===== config.mk =====
export PLATFORM = sky130hd
export DESIGN_NAME = rupt_priority
export DESIGN_NICKNAME = d
export VERILOG_FILES = /design/src/rtl/agc_rupt_pkg.sv /design/src/rtl/rupt_lock_timer.sv /design/src/rtl/rupt_priority.sv
export SDC_FILE = /design/constraint.sdc
export NUM_CORES = 1
export LEC_CHECK = 0
export BUFFER_PORTS_ARGS = -buffer_cell sky130_fd_sc_hd__buf_2
export CORE_UTILIZATION = 53
export CTS_CLUSTER_SIZE = 12
export DETAILED_ROUTE_END_ITERATION = 16
export PLACE_DENSITY_LB_ADDON = 0.12
export SLEW_MARGIN = 20
export SYNTH_ARGS = -nofsm -noshare
export SYNTH_HDL_FRONTEND = slang
export SYNTH_SLANG_ARGS = --single-unit

===== constraint.sdc =====
create_clock -name SIM_CLK -period 2.7 [get_ports SIM_CLK]
set_clock_uncertainty 0.05 [all_clocks]
set_input_delay 0.405 -clock SIM_CLK [delete_from_list [all_inputs] [get_ports SIM_CLK]]
set_output_delay 0.405 -clock SIM_CLK [all_outputs]
set_load 0.05 [all_outputs]

===== src/rtl/agc_rupt_pkg.sv =====
// ---------------------------------------------------------------------------
// agc_rupt_pkg
// Shared definitions for the interrupt priority block and its helpers.
//   rupt_state_t : controller state (IDLE, OFFER, SERVICE)
//   NRUPT_DEF    : default number of interrupt sources
//   RUPT_BASE    : base of the interrupt vector table (octal 04000)
//   RUPT_STRIDE  : words between consecutive interrupt vectors
// ---------------------------------------------------------------------------
package agc_rupt_pkg;

   typedef enum logic [1:0] {
      IDLE    = 2'd0,
      OFFER   = 2'd1,
      SERVICE = 2'd2
   } rupt_state_t;

   localparam int          NRUPT_DEF   = 10;
   localparam logic [11:0] RUPT_BASE   = 12'o4000;
   localparam int          RUPT_STRIDE = 4;

endpackage


===== src/rtl/rupt_lock_timer.sv =====
// ---------------------------------------------------------------------------
// rupt_lock_timer
// Counts T12 strobes spent inside an interrupt service routine and flags
// when the service has run for LOCK_LIM strobes. The count saturates at
// the limit so the alarm cannot wrap back off.
//   clock   : system clock
//   reset   : asynchronous, active-high
//   clear   : restart the count (service entry / exit)
//   tick    : one T12 strobe while in service
//   expired : registered, high once LOCK_LIM ticks have been counted
// ---------------------------------------------------------------------------
module rupt_lock_timer #(
   parameter int LOCK_LIM = 1400
) (
   input  logic clock,
   input  logic reset,
   input  logic clear,
   input  logic tick,
   output logic expired
);

   localparam int               CNT_W = $clog2(LOCK_LIM + 1);
   localparam logic [CNT_W-1:0] LIM_V = CNT_W'(LOCK_LIM);
   localparam logic [CNT_W-1:0] ONE_V = CNT_W'(1);

   logic [CNT_W-1:0] lock_count;

   // The alarm flag is computed from the incremented value so that it rises
   // on the very edge at which the count reaches the limit, not one later.
   // Clear has priority over a coincident tick.
   always_ff @(posedge clock or posedge reset) begin
      if (reset) begin
         lock_count <= '0;
         expired    <= 1'b0;
      end else if (clear) begin
         lock_count <= '0;
         expired    <= 1'b0;
      end else if (tick && (lock_count != LIM_V)) begin
         lock_count <= lock_count + ONE_V;
         expired    <= ((lock_count + ONE_V) == LIM_V);
      end
   end

endmodule


===== src/rtl/rupt_priority.sv =====
// ---------------------------------------------------------------------------
// rupt_priority
// Interrupt priority controller. Latches request pulses, and at each T12
// strobe (when not inhibited) offers the highest-priority pending source
// to the sequencer. The sequencer takes the interrupt with KRPT and ends
// it with RESUME. A lock timer raises RLOCK if a service runs too long.
//   SIM_CLK  : system clock, rising edge
//   SIM_RST  : asynchronous, active-high reset
//   RQ_PLS   : one-cycle request pulses, bit 0 is highest priority
//   T12      : end-of-memory-cycle strobe, the only evaluation point
//   INHINT   : program interrupt inhibit (level)
//   OVINH    : overflow inhibit (level)
//   EXTP     : extend pending, bars interrupts (level)
//   KRPT     : sequencer takes the offered interrupt
//   RESUME   : service routine complete
//   RUPTOR   : interrupt offered (registered)
//   IIP      : interrupt in progress (registered)
//   RADDR    : vector address of the latched source
//   PEND     : latched pending requests
//   RLOCK    : rupt-lock alarm (registered)
// ---------------------------------------------------------------------------
module rupt_priority
   import agc_rupt_pkg::*;
#(
   parameter int NRUPT    = NRUPT_DEF,
   parameter int LOCK_LIM = 1400
) (
   input  logic             SIM_CLK,
   input  logic             SIM_RST,
   input  logic [NRUPT-1:0] RQ_PLS,
   input  logic             T12,
   input  logic             INHINT,
   input  logic             OVINH,
   input  logic             EXTP,
   input  logic             KRPT,
   input  logic             RESUME,
   output logic             RUPTOR,
   output logic             IIP,
   output logic [11:0]      RADDR,
   output logic [NRUPT-1:0] PEND,
   output logic             RLOCK
);

   localparam int IDX_W = $clog2((NRUPT > 1) ? NRUPT : 2);

   rupt_state_t      state;
   rupt_state_t      next_state;
   logic [NRUPT-1:0] pend_q;
   logic [NRUPT-1:0] clear_mask;
   logic [IDX_W-1:0] idx_q;
   logic [IDX_W-1:0] low_idx;
   logic             inhibit;
   logic             do_offer;
   logic             do_take;
   logic             do_resume;
   logic             lock_expired;

   assign inhibit   = INHINT | OVINH | EXTP;
   assign do_offer  = (state == IDLE) && T12 && (|pend_q) && !inhibit;
   assign do_take   = (state == OFFER) && KRPT;
   assign do_resume = (state == SERVICE) && RESUME;

   // Priority encoder: scanning from the top down lets the lowest set bit,
   // i.e. the highest-priority source, overwrite any earlier hit.
   always_comb begin
      low_idx = '0;
      for (int i = NRUPT - 1; i >= 0; i--) begin
         if (pend_q[i]) begin
            low_idx = IDX_W'(i);
         end
      end
   end

   // Only the taken source is cleared from the pending set; a request pulse
   // arriving on the same edge is ORed back in afterwards so it is not lost.
   always_comb begin
      clear_mask = '0;
      if (do_take) begin
         clear_mask[idx_q] = 1'b1;
      end
   end

   // Next-state logic. KRPT is checked before the T12 inhibit test so that a
   // take coincident with an inhibited strobe still enters service.
   always_comb begin
      next_state = state;
      unique case (state)
         IDLE: begin
            if (do_offer) begin
               next_state = OFFER;
            end
         end
         OFFER: begin
            if (KRPT) begin
               next_state = SERVICE;
            end else if (T12 && inhibit) begin
               next_state = IDLE;
            end
         end
         SERVICE: begin
            if (RESUME) begin
               next_state = IDLE;
            end
         end
         default: next_state = IDLE;
      endcase
   end

   // State register.
   always_ff @(posedge SIM_CLK or posedge SIM_RST) begin
      if (SIM_RST) begin
         state <= IDLE;
      end else begin
         state <= next_state;
      end
   end

   // Pending set and latched source index. The index is captured only when
   // an offer is made, so later arrivals cannot redirect an offer in flight.
   always_ff @(posedge SIM_CLK or posedge SIM_RST) begin
      if (SIM_RST) begin
         pend_q <= '0;
         idx_q  <= '0;
      end else begin
         pend_q <= (pend_q & ~clear_mask) | RQ_PLS;
         if (do_offer) begin
            idx_q <= low_idx;
         end
      end
   end

   // RUPTOR and IIP are flops loaded from the next state, keeping them free
   // of any combinational path from the inputs.
   always_ff @(posedge SIM_CLK or posedge SIM_RST) begin
      if (SIM_RST) begin
         RUPTOR <= 1'b0;
         IIP    <= 1'b0;
      end else begin
         RUPTOR <= (next_state == OFFER);
         IIP    <= (next_state == SERVICE);
      end
   end

   // The lock timer is restarted both on entry and on exit of service, so
   // its alarm drops on the RESUME edge and is never seen outside service.
   rupt_lock_timer #(
      .LOCK_LIM (LOCK_LIM)
   ) u_lock_timer (
      .clock   (SIM_CLK),
      .reset   (SIM_RST),
      .clear   (do_take | do_resume),
      .tick    (T12 && (state == SERVICE)),
      .expired (lock_expired)
   );

   assign RLOCK = lock_expired;
   assign PEND  = pend_q;
   assign RADDR = RUPT_BASE + 12'((int'(idx_q) + 1) * RUPT_STRIDE);

endmodule


# Yosys cells after proc, flatten, opt, wreduce, memory -nomap -nowiden
# Cells that the tools add are included.
# word_totals
output_inout_bits	25
regBits	30
in_bits	18
# op_classes
add_sub_neg	3
n_bitwise	6
reduce_logical	13
n_mux	22
eq_ne	6
order_cmp	2
# ops
cell	count
$mux W4	10
$mux W11	2
$add A12 B7 Y12 const A	1
$add A11 B1 Y11 const B	1
$eq A11 B11 Y1 const B	1
$ne A11 B11 Y1 const B	1
$and A10 B10 Y10	1
$mux W10	1
$not A10 Y10	1
$or A10 B10 Y10	1
$reduce_or A10 Y1	1
$logic_and A1 B1 Y1	9
$mux W2	4
$pmux W2 S3	1
$add A4 B1 Y5 const B	1
$lt A4 B5 Y1 const B	1
$demux W1 S4	1
$eq A2 B1 Y1 const B	2
$eq A2 B2 Y1 const B	2
$ge A4 B1 Y1 const B	1
$mux W1	3
$or A1 B1 Y1	3
$logic_not A2 Y1	1
$reduce_bool A2 Y1	1
$logic_not A1 Y1	1

# Longest topological paths before layout
# logic_depth
word_depth	10
ltp_mapped	8
ltp_nobuf	7

# By module
# A second synthesis with hierarchy kept.
# hier_totals
cells_unflattened	178
hier_area_um2	1736.7
# by_module_without_submodules
mod	area_each_um2	n_inst	cells_each	seq_area_each_um2
rupt_priority	968.4	1	97	450.4
rupt_lock_timer	768.2	1	81	300.3

# Least setup slack after synthesis
# Ideal clock, no wire load.
# synth_path
path_type	register to register
start	reg u_lock_timer.lock_count[0]
end	reg u_lock_timer.expired
required_time_ns	2.546
t_arrival_ns	1.750
stages_incl_launch_ff	8
slack_ns	0.797
setup_time_ns	0.104
path_buffers	1
period_less_slack_ns	1.903
path_cell_list	dfrtp_1 > ha_1 > and2_1 > buf_6 > nand4_4 > xor2_1 > or3_1 > o41ai_2
# synth_via
elab_chain_cells	4
# synth_rtl
element	line	rtl
start: declaration	rupt_lock_timer.sv:26	logic [CNT_W-1:0] lock_count;
start signal: assignment	rupt_lock_timer.sv:39	lock_count <= lock_count + ONE_V;
$add A11 B1 Y11	rupt_lock_timer.sv:40	expired <= ((lock_count + ONE_V) == LIM_V);
$eq A11 B11 Y1	rupt_lock_timer.sv:40	
$mux W1	rupt_lock_timer.sv:38	end else if (tick && (lock_count != LIM_V)) begin
$mux W1	rupt_lock_timer.sv:35	end else if (clear) begin
end signal: assignment	rupt_lock_timer.sv:40	
end: declaration	rupt_lock_timer.sv:19	output logic expired
# Parallel ways exist; a longest one is shown, timed or not. The select of a mux whose other input is x is not followed.
# A chain may end at the register's enable or synchronous reset.

# Worst setup path in the final report
# Same ends and word-level chain as after synthesis.

==> impl_metrics.py <==
metrics = {
    "synthesis": {
        "syn_inst": 183,
        "synth_cell_types": 42,
        "synth_top_area_share_pct": 43.0,
        "async_reset_ff_share_pct": 100,
        "synth_area_um2": 1740,
        "synth-xor-area-share_pct": 4.02,
        "synth-simple-area-share_pct": 21.2,
        "synth_top_family_by_area": "simple AND/OR/NAND/NOR gates",
        "netlist_top_cells_area": "dfrtp_1 (43%), ha_1 (5.0%), a21o_1 (4.3%)",
        "synth_fa_ha_area_share_pct": 5.02,
        "synth-main-ff-cell": "dfrtp_1",
        "synth-compound-area-share_pct": 19.2,
        "ys_warn_count": 0,
        "muxShareOfSynthArea_pct": 0,
        "synth_common_cells": "dfrtp_1 (30), nand2_1 (18), o21ai_0 (11)",
        "synth_largest_area_cell": "dfrtp_1",
        "postSynthAreaPerCell_um2": 9.53,
        "ys_ff_latch": 30,
        "synth_seq_area_share_pct": 43.0,
        "synth.most_common_cell": "dfrtp_1",
        "synth-edff-count": 0,
    },
    "power": {
        "irDropWorstVdd_mv": 0.260,
        "total_leakage_power_nw": 0.873,
        "power_mw": 0.890,
        "powerDensity_nw_per_um2": 447,
    },
    "timing": {
        "period_needed_ns": 2.11,
        "final_hold_viol_count": 0,
        "relSlewSlack_pct": 65.4,
        "rsz0062_at_grt": "false",
        "worst_pin_slew_ns": 0.516,
        "finalCritPeriodShare_pct": 78.1,
        "max_freq_ghz": 0.474,
        "whs_ns": 0.0786,
        "setup_viol": 0,
        "slew_violations": 0,
        "setup_tns_ns": 0,
    },
    "grt": {
        "grt_overflow_total": 0,
        "grt_pass1_wl_um": 6340,
        "grtUsageTotal_pct": 24.8,
        "grt_start_max_net_pins": 31,
        "antenna_found_initial": 0,
        "grt_pass1_vias": 1373,
    },
    "place": {
        "hpwl_um": 2760,
        "gp_congestion": 0.881,
        "port_buffers": 35,
        "placed_cell_area_um2": 1930,
    },
    "cts": {
        "clock_path_buffers": 2,
        "clk_latency_ns": 0.33,
        "cts_hold_buf": 0,
        "cts_root_buf": "clkbuf_4",
        "cts_buffers": 5,
        "cts_setup_buffers": 0,
        "clock_sinks": 30,
        "cts_resized": 0,
        "cts_tree": "built",
        "clk_pin_slew_worst_paths_ns": 0.10,
        "htree_levels": 2,
    },
    "worst_setup_path": {
        "arrival_ns": 2.29,
        "worstPathRequired_ns": 2.88,
        "setup.worst_path.end_class": "register",
        "cp_cell_sequence": "ha_1, and2_1, nand4_4, xor2_1, or3_1, o41ai_2",
        "startpoint_type": "register",
        "path_max_fanout": 7,
        "slowest_stage": "dfrtp_1",
        "cp_slowest_stage_delay_ns": 0.45,
        "crit_type": "reg -> reg",
    },
    "finish": {
        "antennaDiodeCount": 0,
        "fin_area_um2": 1990,
        "fillers": 253,
        "syn_to_final_growth_pct": 14.2,
        "seq_area_um2": 751,
        "finalNetCount": 245,
        "multiInputGateArea_um2": 887,
        "drive_gt1_share_pct": 23.1,
    },
    "detailed_routing": {
        "drt_first_iter_violations": 91,
        "vias_per_cell": 5.69,
        "first_pass_iters": 4,
        "ant_nets": 0,
        "routedWlPerCell_um": 14.1,
        "drc": 0,
        "routed_wirelength_um": 3750,
        "vias": 1508,
    },
    "status": {
        "status": "completed",
    },
    "floorplanning": {
        "die_h_um": 59.4,
        "rows": 20,
        "die-area_um2": 3520,
        "pin_count": 43,
        "core_area_um2": 3080,
        "die_w_um": 59.4,
        "start_util_pct": 56.7,
    },
    "min_path": {
        "hp-class": "in -> async",
    },
    "flow_run": {
        "drv_cap": 0,
    },
}
layer usage:
| layer | GRT usage (%) | part of all wire (%) |
|---|---|---|
| met2 | 36.3 | 45 |
| met4 | 9.86 | 2.0 |
| met3 | 6.55 | 7.1 |
| met5 | 0 | 0 |
| met1 | 34.7 | 46 |
cells by family (layout without fill, tap and decap cells):
family	after synthesis	count (layout)
flops	30	30
simple gates	67	67
xor+xnor	8	8
fa+ha+maj	7	7
compound gates	46	46
other cells	2	7
buf+inv	23	56
final cells by class:
class | count | share of cell area [%]
flip-flops and latches | 30 | 37.7
inverters | 9 | 1.70
repair buffers | 39 | 10.3
well taps | 44 | 2.76
multi-input cells | 135 | 44.5
clock buffers | 7 | 2.76
clock inverters | 1 | 0.251
critical path, delay by kind of cell, from the launching register on:
kind / cells / cell delay (ns)
AOI/OAI and AO/OA: 1 / 0.31
xor gates and xnor gates: 1 / 0.17
adders and majority gates: 1 / 0.23
DFF: 1 / 0.45
and+or+nand+nor: 3 / 0.80
path summary, 6_finish.rpt:
kind	start	to	slack, ns	cells after the start
setup / recovery	u_lock_timer.lock_count[0]	u_lock_timer.expired	0.59	6
hold reg to reg	PEND[8]	PEND[8]	0.47	1
setup reg to reg	u_lock_timer.lock_count[0]	u_lock_timer.expired	0.59	6
min in group SIM_CLK	RQ_PLS[2]	PEND[2]	0.20	2
hold / removal	SIM_RST	IIP	0.08	3
max in group asynchronous	SIM_RST	PEND[3]	2.24	3
power by group:
part	switching, mW	internal [mW]
Clock	0.160	0.126
Sequential	0.0183	0.461
Combinational	0.0883	0.0358
cells in the final DEF (no fill, tap or decap), types with 3 or more instances in the layout:
cell | netlist | routed
and3_1 | 4 | 4
inv_1 | 9 | 9
xnor2_1 | 4 | 4
o31ai_1 | 3 | 3
ha_1 | 7 | 7
conb_1 | 2 | 7
buf_2 | 4 | 35
nand2_1 | 18 | 18
clkbuf_4 | 0 | 5
nand3_1 | 9 | 9
nor2b_1 | 5 | 5
nor3_1 | 5 | 5
a21o_1 | 10 | 10
buf_4 | 7 | 4
a21oi_1 | 4 | 4
o21ai_0 | 11 | 11
o41ai_1 | 5 | 5
xor2_1 | 4 | 4
nand4_1 | 3 | 3
nor2_1 | 9 | 9
a32o_1 | 3 | 3
dfrtp_1 | 30 | 30
sequential cells by signal, indices dropped and copies added (netlist names):
name                     count
IIP                          1
PEND                        10
RUPTOR                       1
idx_q                        4
state                        2
u_lock_timer.expired         1
u_lock_timer.lock_count     11
stage by stage:
stage | utilization [%] | cells | setup slack [ns]
2_1_floorplan | - | 188 | 0.797
3_3_place_gp | 62.8 | 257 | 0.676
3_5_place_dp | 62.8 | 257 | 0.610
4_1_cts | 64.7 | 265 | 0.580
5_1_grt | 64.7 | 265 | 0.395
6_report | 64.7 | 265 | 0.592
Note: power is estimated with default switching activity, not from simulation.
